==> config.mk <==
export PLATFORM = sky130hd
export DESIGN_NAME = lsu_load_return_flat
export DESIGN_NICKNAME = d
export VERILOG_FILES = /design/src/rtl/lsu_pkg.sv /design/src/rtl/lsu_load_return_if.sv /design/src/rtl/lsu_load_extract.sv /design/src/rtl/lsu_load_return.sv /design/src/flat_wrapper.sv
export SDC_FILE = /design/constraint.sdc
export NUM_CORES = 1
export LEC_CHECK = 0
export CAP_MARGIN = 20
export CORE_UTILIZATION = 51
export CTS_BUF_LIST = sky130_fd_sc_hd__clkbuf_16
export DETAILED_ROUTE_END_ITERATION = 7
export GPL_TIMING_DRIVEN = 1
export PLACE_DENSITY = 0.87
export SYNTH_ARGS = -nofsm -noshare
export SYNTH_HDL_FRONTEND = slang
export SYNTH_SLANG_ARGS = --single-unit
export TNS_END_PERCENT = 50
==> constraint.sdc <==
create_clock -name clk -period 2.7 [get_ports clk]
set_clock_uncertainty 0.1 [all_clocks]
set_input_delay 0.54 -clock clk [delete_from_list [all_inputs] [get_ports clk]]
set_output_delay 0.54 -clock clk [all_outputs]
set_load 0.01 [all_outputs]
==> src/rtl/lsu_pkg.sv <==
// Shared types for the load/store unit.
// Contents:
//   lsu_size_t      - access size encoding (byte, half, word, double)
//   lsu_err_t       - descriptor rejection codes
//   lsu_size_bytes  - access size in bytes for a given lsu_size_t
package lsu_pkg;

    typedef enum logic [1:0] {
        LSU_SIZE_B = 2'b00,
        LSU_SIZE_H = 2'b01,
        LSU_SIZE_W = 2'b10,
        LSU_SIZE_D = 2'b11
    } lsu_size_t;

    typedef enum logic [1:0] {
        LSU_ERR_NONE  = 2'b00,
        LSU_ERR_SIZE  = 2'b01,
        LSU_ERR_ALIGN = 2'b10
    } lsu_err_t;

    function automatic logic [3:0] lsu_size_bytes(input lsu_size_t size);
        return 4'd1 << size;
    endfunction

endpackage

==> src/rtl/lsu_load_return_if.sv <==
// Handshake bundle between upstream issue, memory response, register-file
// write-back and the load-return stage.
// Groups:
//   req_*      load descriptor (valid/ready)
//   mem_rsp_*  in-order memory response (valid/ready)
//   flush      kill all outstanding loads
//   wb_*       register-file write-back (valid/ready)
//   err_*      one-cycle descriptor rejection report
// Modports: master = environment side, slave = lsu_load_return.
//
// Handshake rule for every valid/ready pair: a transfer happens on a rising
// clock edge where both valid and ready are high; the producer holds valid and
// its payload stable until that transfer, and ready may depend on state only
// (never on the valid of the same channel).
interface lsu_load_return_if
    import lsu_pkg::*;
#(
    parameter int XLEN = 32,
    parameter int RA_W = 5,
    localparam int OFF_W = $clog2(XLEN / 8)
) ();

    logic             req_valid;
    logic             req_ready;
    logic [RA_W-1:0]  req_rd;
    lsu_size_t        req_size;
    logic             req_zero_ext;
    logic [OFF_W-1:0] req_offset;

    logic             mem_rsp_valid;
    logic             mem_rsp_ready;
    logic [XLEN-1:0]  mem_rsp_data;

    logic             flush;

    logic             wb_valid;
    logic             wb_ready;
    logic [RA_W-1:0]  wb_rd;
    logic [XLEN-1:0]  wb_data;

    logic             err_valid;
    lsu_err_t         err_code;

    modport master (
        output req_valid, req_rd, req_size, req_zero_ext, req_offset,
        output mem_rsp_valid, mem_rsp_data, flush, wb_ready,
        input  req_ready, mem_rsp_ready, wb_valid, wb_rd, wb_data,
        input  err_valid, err_code
    );

    modport slave (
        input  req_valid, req_rd, req_size, req_zero_ext, req_offset,
        input  mem_rsp_valid, mem_rsp_data, flush, wb_ready,
        output req_ready, mem_rsp_ready, wb_valid, wb_rd, wb_data,
        output err_valid, err_code
    );

endinterface

==> src/rtl/lsu_load_extract.sv <==
// Combinational load-data extraction: shifts the raw memory word right by
// the byte offset, then sign- or zero-extends the accessed field to XLEN.
// Ports:
//   data      in  XLEN   raw memory word
//   offset    in  OFF_W  byte offset of the access inside the word
//   size      in  2      access size (lsu_size_t)
//   zero_ext  in  1      1 = zero-fill, 0 = replicate the field's top bit
//   result    out XLEN   extended value
module lsu_load_extract
    import lsu_pkg::*;
#(
    parameter int XLEN = 32,
    localparam int OFF_W = $clog2(XLEN / 8)
) (
    input  logic [XLEN-1:0]  data,
    input  logic [OFF_W-1:0] offset,
    input  lsu_size_t        size,
    input  logic             zero_ext,
    output logic [XLEN-1:0]  result
);

    logic [XLEN-1:0] shifted;
    logic [XLEN-1:0] keep_mask;
    logic            sign;
    logic            fill;

    assign shifted = data >> {offset, 3'b000};

    // keep_mask selects the bits belonging to the accessed field; everything
    // above it is replaced by the fill bit.
    always_comb begin
        keep_mask = '1;
        sign      = shifted[XLEN-1];
        unique case (size)
            LSU_SIZE_B: begin
                keep_mask = XLEN'(8'hFF);
                sign      = shifted[7];
            end
            LSU_SIZE_H: begin
                keep_mask = XLEN'(16'hFFFF);
                sign      = shifted[15];
            end
            LSU_SIZE_W: begin
                keep_mask = XLEN'(32'hFFFF_FFFF);
                sign      = shifted[31];
            end
            LSU_SIZE_D: begin
                keep_mask = '1;
                sign      = shifted[XLEN-1];
            end
        endcase
    end

    assign fill   = sign & ~zero_ext;
    assign result = (shifted & keep_mask) | (~keep_mask & {XLEN{fill}});

endmodule

==> src/rtl/lsu_load_return.sv <==
// Load-return stage. Queues up to DEPTH load descriptors in issue order,
// pairs each in-order memory response with the head descriptor, aligns and
// extends the data, and holds the result in a registered write-back port.
// Ports:
//   clk   in  clock, rising edge
//   rst   in  synchronous active-high reset
//   bus   slave modport of lsu_load_return_if (req, mem_rsp, flush, wb, err)
// req_ready and mem_rsp_ready are combinational from state and wb_ready;
// every other output is registered.
module lsu_load_return
    import lsu_pkg::*;
#(
    parameter int XLEN  = 32,
    parameter int DEPTH = 4,
    parameter int RA_W  = 5
) (
    input logic               clk,
    input logic               rst,
    lsu_load_return_if.slave  bus
);

    localparam int OFF_W = $clog2(XLEN / 8);
    localparam int AW    = $clog2(DEPTH);
    localparam int PW    = AW + 1;

    // Descriptor storage
    logic [RA_W-1:0]  q_rd   [DEPTH];
    lsu_size_t        q_size [DEPTH];
    logic             q_zext [DEPTH];
    logic [OFF_W-1:0] q_off  [DEPTH];
    logic [DEPTH-1:0] q_kill;

    // Pointers carry one extra MSB so full and empty are distinguishable.
    logic [PW-1:0] head;
    logic [PW-1:0] tail;
    logic [PW-1:0] count;
    logic [AW-1:0] head_idx;
    logic [AW-1:0] tail_idx;
    logic          full;
    logic          empty;

    // Output registers
    logic             wb_valid_q;
    logic [RA_W-1:0]  wb_rd_q;
    logic [XLEN-1:0]  wb_data_q;
    logic             err_valid_q;
    lsu_err_t         err_code_q;

    lsu_err_t         req_err;
    logic             req_fire;
    logic             enq;
    logic             rej;
    logic             rsp_fire;
    logic             rsp_live;
    logic [DEPTH-1:0] live_mask;
    logic [XLEN-1:0]  ext_data;

    assign count    = tail - head;
    assign head_idx = head[AW-1:0];
    assign tail_idx = tail[AW-1:0];
    assign full     = (count == PW'(DEPTH));
    assign empty    = (head == tail);

    assign bus.req_ready     = !full;
    assign bus.mem_rsp_ready = !empty && (!wb_valid_q || bus.wb_ready);

    // Descriptor legality: size/extension combination first, then alignment.
    always_comb begin
        logic size_ok;
        size_ok = 1'b0;
        unique case (bus.req_size)
            LSU_SIZE_B: size_ok = 1'b1;
            LSU_SIZE_H: size_ok = 1'b1;
            LSU_SIZE_W: size_ok = !bus.req_zero_ext || (XLEN == 64);
            LSU_SIZE_D: size_ok = !bus.req_zero_ext && (XLEN == 64);
        endcase
        req_err = LSU_ERR_NONE;
        if (!size_ok) begin
            req_err = LSU_ERR_SIZE;
        end else if ((4'(bus.req_offset) & (lsu_size_bytes(bus.req_size) - 4'd1)) != 4'd0) begin
            req_err = LSU_ERR_ALIGN;
        end
    end

    assign req_fire = bus.req_valid && !full;
    assign enq      = req_fire && (req_err == LSU_ERR_NONE);
    assign rej      = req_fire && (req_err != LSU_ERR_NONE);

    // A response consumed in the flush cycle counts as killed.
    assign rsp_fire = bus.mem_rsp_valid && bus.mem_rsp_ready;
    assign rsp_live = rsp_fire && !q_kill[head_idx] && !bus.flush;

    // Entries between head (inclusive) and tail (exclusive) are outstanding.
    always_comb begin
        live_mask = '0;
        for (int i = 0; i < DEPTH; i++) begin
            live_mask[i] = ({1'b0, AW'(i) - head_idx} < count);
        end
    end

    lsu_load_extract #(.XLEN(XLEN)) u_extract (
        .data     (bus.mem_rsp_data),
        .offset   (q_off[head_idx]),
        .size     (q_size[head_idx]),
        .zero_ext (q_zext[head_idx]),
        .result   (ext_data)
    );

    // Control state, kill bits and output registers
    always_ff @(posedge clk) begin
        if (rst) begin
            head        <= '0;
            tail        <= '0;
            q_kill      <= '0;
            wb_valid_q  <= 1'b0;
            wb_rd_q     <= '0;
            wb_data_q   <= '0;
            err_valid_q <= 1'b0;
            err_code_q  <= LSU_ERR_NONE;
        end else begin
            err_valid_q <= rej;
            err_code_q  <= rej ? req_err : LSU_ERR_NONE;

            if (rsp_fire) begin
                head <= head + PW'(1);
            end

            // The flush only marks entries already outstanding; the slot written
            // by a same-cycle enqueue is never among them (enqueue needs !full),
            // and the enqueue write below clears that slot's kill bit anyway.
            if (bus.flush) begin
                q_kill <= q_kill | live_mask;
            end
            if (enq) begin
                q_kill[tail_idx] <= 1'b0;
                tail             <= tail + PW'(1);
            end

            if (bus.flush) begin
                wb_valid_q <= 1'b0;
            end else if (rsp_live) begin
                wb_valid_q <= 1'b1;
                wb_rd_q    <= q_rd[head_idx];
                wb_data_q  <= ext_data;
            end else if (bus.wb_ready) begin
                wb_valid_q <= 1'b0;
            end
        end
    end

    // Descriptor payload needs no reset: an entry is only read once written.
    always_ff @(posedge clk) begin
        if (enq) begin
            q_rd[tail_idx]   <= bus.req_rd;
            q_size[tail_idx] <= bus.req_size;
            q_zext[tail_idx] <= bus.req_zero_ext;
            q_off[tail_idx]  <= bus.req_offset;
        end
    end

    assign bus.wb_valid  = wb_valid_q;
    assign bus.wb_rd     = wb_rd_q;
    assign bus.wb_data   = wb_data_q;
    assign bus.err_valid = err_valid_q;
    assign bus.err_code  = err_code_q;

    // Memory must never present a response with no load outstanding.
    a_rsp_when_empty: assert property (@(posedge clk) disable iff (rst)
        !(bus.mem_rsp_valid && empty));

endmodule

==> src/flat_wrapper.sv <==
// flat-port wrapper written by rule: the top's interface ports become plain ports
module lsu_load_return_flat import lsu_pkg::*;
#(
    parameter int XLEN  = 32,
    parameter int DEPTH = 4,
    parameter int RA_W  = 5
)
  (clk, rst, bus_req_valid, bus_req_rd, bus_req_size, bus_req_zero_ext, bus_req_offset, bus_mem_rsp_valid, bus_mem_rsp_data, bus_flush, bus_wb_ready, bus_req_ready, bus_mem_rsp_ready, bus_wb_valid, bus_wb_rd, bus_wb_data, bus_err_valid, bus_err_code);
  lsu_load_return_if #(.XLEN(XLEN), .RA_W(RA_W)) bus_i ();
  input logic clk;
  input logic rst;
  input wire logic [$bits(bus_i.req_valid)-1:0] bus_req_valid;
  input wire logic [$bits(bus_i.req_rd)-1:0] bus_req_rd;
  input wire logic [$bits(bus_i.req_size)-1:0] bus_req_size;
  input wire logic [$bits(bus_i.req_zero_ext)-1:0] bus_req_zero_ext;
  input wire logic [$bits(bus_i.req_offset)-1:0] bus_req_offset;
  input wire logic [$bits(bus_i.mem_rsp_valid)-1:0] bus_mem_rsp_valid;
  input wire logic [$bits(bus_i.mem_rsp_data)-1:0] bus_mem_rsp_data;
  input wire logic [$bits(bus_i.flush)-1:0] bus_flush;
  input wire logic [$bits(bus_i.wb_ready)-1:0] bus_wb_ready;
  output wire logic [$bits(bus_i.req_ready)-1:0] bus_req_ready;
  output wire logic [$bits(bus_i.mem_rsp_ready)-1:0] bus_mem_rsp_ready;
  output wire logic [$bits(bus_i.wb_valid)-1:0] bus_wb_valid;
  output wire logic [$bits(bus_i.wb_rd)-1:0] bus_wb_rd;
  output wire logic [$bits(bus_i.wb_data)-1:0] bus_wb_data;
  output wire logic [$bits(bus_i.err_valid)-1:0] bus_err_valid;
  output wire logic [$bits(bus_i.err_code)-1:0] bus_err_code;
  assign bus_i.req_valid = bus_req_valid;
  assign bus_i.req_rd = bus_req_rd;
  assign bus_i.req_size = bus_req_size;
  assign bus_i.req_zero_ext = bus_req_zero_ext;
  assign bus_i.req_offset = bus_req_offset;
  assign bus_i.mem_rsp_valid = bus_mem_rsp_valid;
  assign bus_i.mem_rsp_data = bus_mem_rsp_data;
  assign bus_i.flush = bus_flush;
  assign bus_i.wb_ready = bus_wb_ready;
  assign bus_req_ready = bus_i.req_ready;
  assign bus_mem_rsp_ready = bus_i.mem_rsp_ready;
  assign bus_wb_valid = bus_i.wb_valid;
  assign bus_wb_rd = bus_i.wb_rd;
  assign bus_wb_data = bus_i.wb_data;
  assign bus_err_valid = bus_i.err_valid;
  assign bus_err_code = bus_i.err_code;
  lsu_load_return #(.XLEN(XLEN), .DEPTH(DEPTH), .RA_W(RA_W)) u_core (.clk(clk), .rst(rst), .bus(bus_i));
endmodule
# == Word level (Yosys, flattened, before mapping) ==
# Memories as Yosys holds them, arrays and structs flattened. A register that Yosys moved wholly into a read port is not among the register bits.
# Cells that the tools add are included.
# op_classes
add_sub_neg,8
mul,0
div,0
order_cmp,7
eq_ne,8
shift,2
n_mux,22
bitwise,12
n_reduce_logical,26
# ops
cell,count
$pmux W32 S3,1
$and A32 B32 Y32,2
$not A32 Y32,1
$or A32 B32 Y32,1
$shr A32 B5 Y32,1
$mux W2,8
$lt A2 B3 Y1,4
$mux W4,3
$eq A2 B2 Y1 const B,4
$logic_and A1 B1 Y1,8
$reduce_or A2 Y1,4
$add A3 B1 Y3 const B,2
$logic_not A1 Y1,6
$logic_not A2 Y1,3
$lt A2 B3 Y1 const B,2
$mux W1,6
$pmux W1 S3,2
$and A2 B4 Y4,1
$and A4 B4 Y4,1
$eq A2 B1 Y1 const B,2
$not A4 Y4,1
$or A4 B4 Y4,1
$reduce_bool A2 Y1,2
$reduce_bool A4 Y1,1
other kinds (14),18
# totals
register_bits,46
latchBits,0
ramBits,40
romBits,0
out_inout_bits,43
mem_count,4
# mem_list
name,words,width,rd,rd_clocked_by_memory_dff,write_ports,line_no,source
u_core.q_rd,4,5,1,1,1,lsu_load_return.sv:27,logic [RA_W-1:0] q_rd [DEPTH];
u_core.q_off,4,2,1,1,1,lsu_load_return.sv:30,logic [OFF_W-1:0] q_off [DEPTH];
u_core.q_size,4,2,1,1,1,lsu_load_return.sv:28,lsu_size_t q_size [DEPTH];
u_core.q_zext,4,1,1,1,1,lsu_load_return.sv:29,logic q_zext [DEPTH];

# == Logic depth before layout (Yosys ltp) ==
# Gate-level depths: netlist of run 1.
# depth
word_depth,10
depth_mapped,10

# == Hierarchy ==
# A second synthesis of run 1 with hierarchy kept.
# unflattened
hier_cells,446
area_unflattened_um2,4735.8
# modules_own_cells
mod,n_inst,cells_per_inst,area_each_um2,seq_area_each_um2
lsu_load_return,1,327,3847.4,2262.2
lsu_load_extract,1,119,888.4,0.0

# == Least setup slack after synthesis of run 1 ==
# OpenSTA, ideal clock, no wires.
# synth_timing
path_kind,reg2reg
start,register u_core.head[1]
end,memory u_core.q_off[3][0] in the netlist's numbering (enable)
setup_time_ps,355
arrival_ps,2002
path_slack_ps,243
path_stages_with_launch,7
path_buffers,1
synth_period_minus_slack_ps,2457
cell_sequence,dfxtp_1 -> clkbuf_1 -> inv_1 -> fa_1 -> xor3_1 -> o221a_2 -> and2_1
# synth_between
elab_chain_len,7
# synth_rtl
element,line_no,source
from (decl),lsu_load_return.sv:34,logic [PW-1:0] head;
from (signal assigned),lsu_load_return.sv:125,head <= head + PW'(1);
$sub A3 B3 Y3,lsu_load_return.sv:58,assign count = tail - head;
$eq A3 B3 Y1,lsu_load_return.sv:61,assign full = (count == PW'(DEPTH));
$logic_not A1 Y1,lsu_load_return.sv:85,assign req_fire = bus.req_valid && !full;
$logic_and A1 B1 Y1,lsu_load_return.sv:85,
$logic_and A1 B1 Y1,lsu_load_return.sv:86,assign enq = req_fire && (req_err == LSU_ERR_NONE);
$mux W1,lsu_load_return.sv:153,if (enq) begin
$mux W1 (implied by the code),lsu_load_return.sv:157,q_off[tail_idx] <= bus.req_offset;
to (decl),lsu_load_return.sv:30,
# Every way passes these cells.

# == Worst setup path after layout of run 1 ==
# layout_timing
start,register u_core.tail[0]
end,output port bus_req_ready
# layout_between
elab_chain_len,3
# layout_rtl
element,line_no,source
from (decl),lsu_load_return.sv:35,logic [PW-1:0] tail;
from (signal assigned),lsu_load_return.sv:136,tail <= tail + PW'(1);
$sub A3 B3 Y3,lsu_load_return.sv:58,
$eq A3 B3 Y1,lsu_load_return.sv:61,
$logic_not A1 Y1,lsu_load_return.sv:64,assign bus.req_ready = !full;
to (decl),flat_wrapper.sv:21,output wire logic [$bits(bus_i.req_ready)-1:0] bus_req_ready;
# Every way passes these cells.

==> results_dict.tcl, run 1 <==
set metrics [dict create \
    status "finished, final reports clean" \
    start_kind "register" \
    final_area_um2 5700 \
    power_density_nw_per_um2 703 \
    seq_area_um2 2260 \
    core.rowCount 32 \
    worstPathRequired_ps 2060 \
    yosysSeqAreaShare 0.534 \
    min_period_over_period 0.990 \
    drt_wl_total_um 10700 \
    grt_pass1_wl_um 17100 \
    drtIter0Drc 183 \
    dieArea_um2 8680 \
    crit_path_end_kind "output pin" \
    area_delta_synth_final_pct 34.6 \
    cts.sinks 93 \
    n_fill_cell 536 \
    place_ws_ps 2.45 \
    synth_seq_cells 93 \
    async_flop_share 0 \
    final_layout_size_suffix_gt1_frac 0.165 \
    grt_pass1_vias 3388 \
    wire_per_inst_um 18.4 \
    yosysWarnings 0 \
    ctsHtreeMaxLevel 3 \
    power_w 0.00401 \
    drv_cap 0 \
    r2r-end "u_core.tail[2]$_SDFFE_PP0P_" \
    ff2ff_setup_slack_ps 90 \
    grt_max_degree 33 \
    nNetsFinal 537 \
    syn_inst 366 \
    n_antenna_cell 0 \
    postCtsHoldBufs 0 \
    arrival_ps 2030 \
    clk_latency_ps 340 \
    final-hold-violation-count 0 \
    numPortBuffers 90 \
    yosysTopAreaCellShare 0.283 \
    grt_usage 0.258 \
    vias_per_cell 5.81 \
    avgSynthCellArea_um2 11.6 \
    num_vias 3373 \
    multi_input_area_um2 1860 \
    cts_buffers 9 \
    drc_errors 0 \
    power_leakage_nw 2.05 \
    fin_util 0.723 \
    synth-edff-count 40 \
    reg2reg_depth 12 \
    overflow 0 \
    die_h_um 93.2 \
    start_util 0.537 \
    slew_headroom 0.512 \
    syn_area_um2 4240 \
    ctsRootBufferMaster "clkbuf_16" \
    yosysUniqueCellTypes 42 \
    hold_path_depth 2 \
    setup_viol 0 \
    yosysTopAreaCell "edfxtp_1" \
    slew_violations 0 \
    hold_end "u_core.bus.wb_data[5]$_SDFFE_PP0P_" \
    tritoncts "yes" \
    max_freq_ghz 0.374 \
    netlist_top_cells_area "edfxtp_1 (28%), dfxtp_1 (25%), mux4_2 (6.4%)" \
    rsz0062_at_grt "yes" \
    antenna_found_initial 0 \
    core_um2 7890 \
    synth_ff_type "dfxtp_1" \
    synth_most_common_cell "dfxtp_1" \
    die_w_um 93.2 \
    hp-class "reg -> reg" \
    tightest_slew_ps 730 \
    pin_count 91 \
    place.gp.congestion 0.859 \
    syn_nets 429 \
    period_minus_slack_ps 2670 \
    critical_path_class "reg -> out" \
    final_antenna_net_count 0 \
    crit_fanout 2 \
    clk_pin_slew_ps 70 \
    dr.pass1.iters 4 \
    holdWs_ps 356 \
    fin_ws_ps 26.0 \
    clk_path_buf_depth 2 \
    hpwl_um 7570 \
    hp-start "u_core.bus.wb_data[5]$_SDFFE_PP0P_" \
    reg2reg_from "u_core.tail[0]$_SDFFE_PP0P_" \
    synthTopCellsByCount "dfxtp_1 (53), edfxtp_1 (40), nor2_1 (35), nand2_1 (28), a21oi_1 (27)" \
    peakVddDrop_mv 0.434 \
    placed_cell_area_um2 5360 \
]
[layout make-up]
cell class	count	share of cell area
clock buffer	9	0.0395
clock inverter	7	0.0132
inverter	9	0.00592
multi-input combinational	241	0.326
sequential	93	0.397
tap	102	0.0224
timing repair buffer	120	0.196
[registers in the layout (all words and copies together), names as in the netlist, 2 cells and up, named ones only]
signal / count
u_core.head: 3
u_core.q_zext: 4
u_core.q_kill: 4
u_core.q_off: 8
u_core.bus.wb_rd: 5
u_core.q_rd: 20
u_core.bus.wb_data: 32
u_core.tail: 3
u_core.bus.err_code: 2
u_core.q_size: 8
[critical path, stage by stage, from the launching register on]
cell,delay [ps]
dfxtp_2,330
inv_1,50
ha_1,200
inv_1,70
fa_1,440
nand2b_4,170
or2_2,280
buf_2,140
[routing by layer]
| layer | vias up | track usage | part of all wire |
|---|---|---|---|
| li1 | 1565 | - | - |
| met5 | - | 0 | 0 |
| met4 | 0 | 0.0897 | 0.014 |
| met2 | 150 | 0.467 | 0.51 |
| met1 | 1644 | 0.313 | 0.42 |
| met3 | 14 | 0.0382 | 0.060 |
[power by group]
group / leakage [nW] / internal [W] / switching (W)
Clock: 0.145 / 0.000722 / 0.000542
Sequential: 0.792 / 0.00157 / 0.0000657
Combinational: 1.11 / 0.000557 / 0.000554
[timing repair]
item                                    in CTS  in global routing
pin swaps                                    1                  0
endpoints found under the setup margin       2                 19
gates cloned                                 0                  0
resized for setup                            8                  4
setup buffers                                1                  0
[cell usage in the layout (no fill, tap or decap), drive strengths merged, types with 5 or more instances in the layout]
master	count
clkdlybuf4s50	88
dfxtp	53
edfxtp	40
nor2	35
buf	32
nand2	28
a21oi	28
o21ai	21
mux2i	20
ha	14
mux4	12
inv	10
mux2	9
clkbuf	9
a211oi	8
o211ai	8
a32oi	8
a2bb2oi	7
and2	6
nor3	6
nor2b	5
nand2b	5
[stage by stage]
| step | cells | TNS (ps) |
|---|---|---|
| global route | 581 | -20.2 |
| global placement | 564 | 0 |
| detailed placement | 564 | 0 |
| finish | 581 | 0 |
| floorplan | 366 | 0 |
| CTS | 581 | 0 |
[how the worst max path moves through the flow]
stage	start	to	slack, ps	cells past startpoint
after floorplan	u_core.head[1]$_SDFFE_PP0N_	u_core.q_off[3][0]$_DFFE_PP_	240	6
after global placement	u_core.tail[0]$_SDFFE_PP0P_	bus_req_ready	100	7
after detailed placement	u_core.tail[0]$_SDFFE_PP0P_	bus_req_ready	2	7
after CTS	u_core.tail[0]$_SDFFE_PP0P_	bus_mem_rsp_ready	7	5
after global routing	u_core.tail[0]$_SDFFE_PP0P_	bus_req_ready	-20	7
final	u_core.tail[0]$_SDFFE_PP0P_	bus_req_ready	30	7
[kinds of logic after synthesis]
family | count (synthesis) | share of synthesized area
adder cells (fa/ha/maj) | 15 | 0.0461
flip-flops | 93 | 0.534
AO/OA/AOI/OAI | 87 | 0.135
buffers and inverters | 32 | 0.0372
XOR/XNOR | 6 | 0.0159
AND/OR/NAND/NOR | 92 | 0.0971
multiplexers | 41 | 0.135
(Power assumes the default switching activity.)
==> inputs of run 2 (changes only) <==
HOLD_SLACK_MARGIN = 0.1   (was not set)
PLACE_DENSITY = 0.84   (was 0.87)
==> run 2 against run 1 <==
Against the previous run: first-iteration DRC count decreased by 7.7%; flip-flop and latch count unchanged; hold slack improved by 6.3 ps; register-to-register slack better by 30 ps; combinational power about the same; sequential power hardly changed; die area unchanged; critical path type unchanged.
==> results_dict.tcl, run 2 (same netlist as run 1, synthesis figures left out) <==
set metrics [dict create \
    status "finished, final reports clean" \
    grt_usage 0.263 \
    die_h_um 93.2 \
    clk_latency_ps 340 \
    n_antenna_cell 0 \
    fin_tns_setup_ps 0 \
    numPortBuffers 90 \
    core_um2 7890 \
    grt_pass1_wl_um 17300 \
    final-hold-violation-count 0 \
    overflow 0 \
    dr.pass1.iters 4 \
    swShare 0.276 \
    internal_power_w 0.00304 \
    power_leakage_nw 2.09 \
    holdWs_ps 363 \
    rsz0062_at_grt "no" \
    die_w_um 93.2 \
    max_freq_ghz 0.384 \
    tritoncts "yes" \
    critical_path_class "reg -> out" \
    wire_per_inst_um 19.2 \
    antenna_found_initial 0 \
    start_util 0.537 \
    pin_count 91 \
    placed_cell_area_um2 5360 \
    final_area_um2 5750 \
    largest_register_ffs 32 \
    ctsHtreeMaxLevel 3 \
    cts_buffers 9 \
    slew_headroom 0.517 \
    crit_fanout 2 \
    max_stage_delay_ps 470 \
    drc_errors 0 \
    layout_commonest_cell "clkdlybuf4s50_1" \
    worstPathRequired_ps 2060 \
    min_period_over_period 0.966 \
    drt_wl_total_um 11100 \
    ctsRootBufferMaster "clkbuf_16" \
    seq_area_um2 2260 \
    period_minus_slack_ps 2610 \
    core.rowCount 32 \
    peakVddDrop_mv 0.410 \
    nNetsFinal 535 \
    setup_viol 0 \
    critPathBufInv 3 \
    crit_path_end_kind "output pin" \
    mostFrequentLayoutCells "clkdlybuf4s50_1 (88), dfxtp_1 (52), edfxtp_1 (40)" \
    grt_max_degree 33 \
    fin_util 0.729 \
    drtIter0Drc 169 \
    drv_cap 0 \
    final_antenna_net_count 0 \
    n_fill_cell 513 \
    dieArea_um2 8680 \
    slew_violations 0 \
    final_layout_size_suffix_gt1_frac 0.161 \
    cts.sinks 93 \
    arrival_ps 1970 \
    clk_path_buf_depth 2 \
    num_vias 3372 \
    seq_power_share 0.390 \
    postCtsHoldBufs 0 \
    vias_per_cell 5.82 \
    power_density_nw_per_um2 730 \
    grt_pass1_vias 3438 \
    critical_path.top_delay_family "adder cells" \
    start_kind "register" \
    p_comb_frac 0.264 \
    area_delta_synth_final_pct 35.7 \
    cp_slowest_cell "fa_2" \
    place.gp.congestion 0.905 \
    multi_input_area_um2 1850 \
    hp-class "reg -> reg" \
    tightest_slew_ps 724 \
    hpwl_um 7710 \
    p_clk_frac 0.346 \
    clk_pin_slew_ps 60 \
    cp_cell_sequence "inv_1, ha_2, inv_2, fa_2, nand2b_4, or2_4, buf_2" \
    switching_power_w 0.00116 \
]
[run 2: changes by cell type in the layout (fill, tap and decap cells not counted), sizes merged]
cell / delta
buf: -3
bufinv: +1
clkbuf: +2
clkinv: -3
clkinvlp: -1
dlymetal6s2s: +1
inv: +1
[run 2: per-stage QoR]
| step | setup slack, ps | instances | power [W] |
|---|---|---|---|
| 2_1_floorplan | 243 | 366 | 0.00231 |
| 3_3_place_gp | 101 | 562 | 0.00268 |
| 3_5_place_dp | 46.6 | 562 | 0.00272 |
| 4_1_cts | 0.924 | 579 | 0.00417 |
| 5_1_grt | 6.33 | 579 | 0.00437 |
| 6_report | 92.9 | 579 | 0.00420 |
[run 2: final timing paths]
check | slack, ps | cells past startpoint | end | startpoint
setup / recovery | 90 | 7 | bus_req_ready | u_core.tail[0]$_SDFFE_PP0P_
hold / removal | 360 | 2 | u_core.bus.wb_rd[3]$_SDFFE_PP0P_ | u_core.bus.wb_rd[3]$_SDFFE_PP0P_
setup reg to reg | 120 | 12 | u_core.tail[2]$_SDFFE_PP0P_ | u_core.tail[0]$_SDFFE_PP0P_
hold reg to reg | 360 | 2 | u_core.bus.wb_rd[3]$_SDFFE_PP0P_ | u_core.bus.wb_rd[3]$_SDFFE_PP0P_
[run 2: repair_timing]
action,in CTS,in global routing
resized for setup,4,9
pin swaps,0,1
setup buffers,1,0
endpoints found under the setup margin,1,6
[run 2: area by class of cell]
| class | count | share of cell area |
|---|---|---|
| clock buffer | 11 | 0.0479 |
| clock inverter | 5 | 0.0137 |
| inverter | 9 | 0.00588 |
| multi-input combinational | 241 | 0.322 |
| sequential | 93 | 0.394 |
| tap | 102 | 0.0222 |
| timing repair buffer | 118 | 0.195 |
[run 2: layer usage]
layer  vias to the layer above  track usage  share of wire
met5                         -            0              0
met4                         0       0.0692          0.015
met3                        17       0.0569          0.068
met2                       174        0.475           0.51
met1                      1619        0.316           0.40
li1                       1562            -              -
[run 2: power by group through the flow]
stage	Combinational (W)	Clock (W)	Sequential (W)
after floorplan	0.000646	0	0.00166
after global placement	0.00102	0	0.00166
after detailed placement	0.00105	0	0.00166
after CTS	0.00108	0.00146	0.00163
after global routing	0.00121	0.00151	0.00165
final	0.00111	0.00145	0.00164
[run 2: worst register-to-register path, cell delays in order (launching register included)]
cell and delay [ps]:
dfxtp_2 320, inv_1 80, ha_2 180, inv_2 40, fa_2 370, xor3_1 210
buf_4 140, buf_4 140, o221a_4 310, and2_1 190, buf_4 190, xnor2_2 140
nor2_1 100
==> inputs of run 3 (changes only) <==
PLACE_DENSITY = 0.89   (was 0.84)
==> run 3 against run 2 <==
Against the previous run: register-to-register slack got worse by 70 ps; sequential share of layout area increased by 0.78 points; final cell count is the same; global-route usage shrank 1.4 points; wire length fell by 6.4%; flip-flop and latch count is the same; utilization fell by 1.5 points; total power decreased by 8.9%; via count decreased by 2.1%; clock-buffer cell count decreased by 2; combinational power about the same; final area down 2.0%; highest routed layer unchanged.
==> results_dict.tcl, run 3 (same netlist as run 1, synthesis figures left out) <==
set metrics [dict create \
    final-hold-violation-count 0 \
    place.gp.congestion 0.862 \
    stdcell_count 579 \
    clk_latency_ps 340 \
    power_density_nw_per_um2 678 \
    mostFrequentLayoutCells "clkdlybuf4s50_1 (89), dfxtp_1 (53), edfxtp_1 (40)" \
    setup_viol 0 \
    max_freq_ghz 0.377 \
    start_util 0.537 \
    clk_path_buf_depth 2 \
    slew_headroom 0.471 \
    drv_cap 0 \
    overflow 0 \
    vias_per_cell 5.70 \
    dieArea_um2 8680 \
    numPortBuffers 90 \
    antenna_found_initial 0 \
    final_layout_size_suffix_gt1_frac 0.147 \
    drc_errors 0 \
    cts_buffers 9 \
    hp-class "reg -> reg" \
    ctsRootBufferMaster "clkbuf_16" \
    cts.sinks 93 \
    drtIter0Drc 142 \
    dr.pass1.iters 4 \
    crit_fanout 8 \
    period_minus_slack_ps 2650 \
    num_vias 3300 \
    peakVddDrop_mv 0.408 \
    core_um2 7890 \
    grt_pass1_wl_um 16200 \
    clk_pin_slew_ps 60 \
    die_h_um 93.2 \
    nNetsFinal 535 \
    grt_usage 0.249 \
    dp.cells 563 \
    worstPathRequired_ps 2820 \
    core.rowCount 32 \
    hpwl_um 7510 \
    postCtsHoldBufs 0 \
    slew_violations 0 \
    use_met2 0.437 \
    tightest_slew_ps 791 \
    drt_wl_total_um 10400 \
    tritoncts "yes" \
    largest_register_ffs 32 \
    status "finished, final reports clean" \
    postCtsSetupBuffers 0 \
    use_met3 0.0480 \
    ctsHtreeMaxLevel 3 \
    area_delta_synth_final_pct 32.9 \
    arrival_ps 2780 \
    power_leakage_nw 2.03 \
    grt_max_degree 32 \
    min_period_over_period 0.983 \
    die_w_um 93.2 \
    critical_path_class "reg -> reg" \
    n_antenna_cell 0 \
    met1_usage 0.300 \
    pin_count 91 \
    layout_commonest_cell "clkdlybuf4s50_1" \
    holdWs_ps 356 \
    start_kind "register" \
    grt_busiest_layer "met2" \
    crit_path_end_kind "register" \
    grt_pass1_vias 3299 \
    final_antenna_net_count 0 \
    wire_per_inst_um 17.9 \
]
[run 3: worst max-delay path: stages (launching register included)]
cell and delay [ps]:
dfxtp_1 580, mux4_2 640, mux2i_1 150, mux2i_1 460
a21oi_2 260, a211oi_1 340
[run 3: path summary, 6_finish.rpt]
path,slack [ps],depth (start not counted),to,start
worst max-delay path,50,5,u_core.bus.wb_data[14]$_SDFFE_PP0P_,register
worst min register to register,360,2,u_core.bus.wb_data[6]$_SDFFE_PP0P_,u_core.bus.wb_data[6]$_SDFFE_PP0P_
worst max register to register,50,5,u_core.bus.wb_data[14]$_SDFFE_PP0P_,register
worst min-delay path,360,2,u_core.bus.wb_data[6]$_SDFFE_PP0P_,u_core.bus.wb_data[6]$_SDFFE_PP0P_
[run 3: final cells by class]
class	instances	area (µm²)
tap	102	128
clock buffer	9	225
multi-input combinational	241	1850
timing repair buffer	118	1110
sequential	93	2260
clock inverter	7	27.5
fill	542	2250
inverter	9	33.8
[run 3: power breakdown]
group	total, W	leakage (nW)	switching (W)	internal, W
Sequential	0.00163	0.792	0.0000647	0.00157
Clock	0.00108	0.134	0.000482	0.000603
Combinational	0.00110	1.10	0.000555	0.000548
[run 3: timing repair]
item	CTS	global route
gates resized for setup	6	4
setup endpoints to repair	1	17
cloned	0	0
[run 3: metrics by stage]
stage | power [W] | area [µm²] | worst slack, ps | TNS [ps] | utilization
global route | 0.00401 | 5630 | -135 | -310 | 0.714
floorplan | 0.00231 | 4240 | 243 | 0 | -
global placement | 0.00267 | 5350 | 82.5 | 0 | 0.679
finish | 0.00382 | 5630 | 46.2 | 0 | 0.714
CTS | 0.00381 | 5610 | 5.39 | 0 | 0.711
detailed placement | 0.00272 | 5350 | 31.8 | 0 | 0.679
[run 3: routing by layer]
layer | part of all wire | vias up
li1 | - | 1554
met1 | 0.40 | 1588
met2 | 0.51 | 136
met3 | 0.064 | 22
met4 | 0.022 | 0
met5 | 0 | -
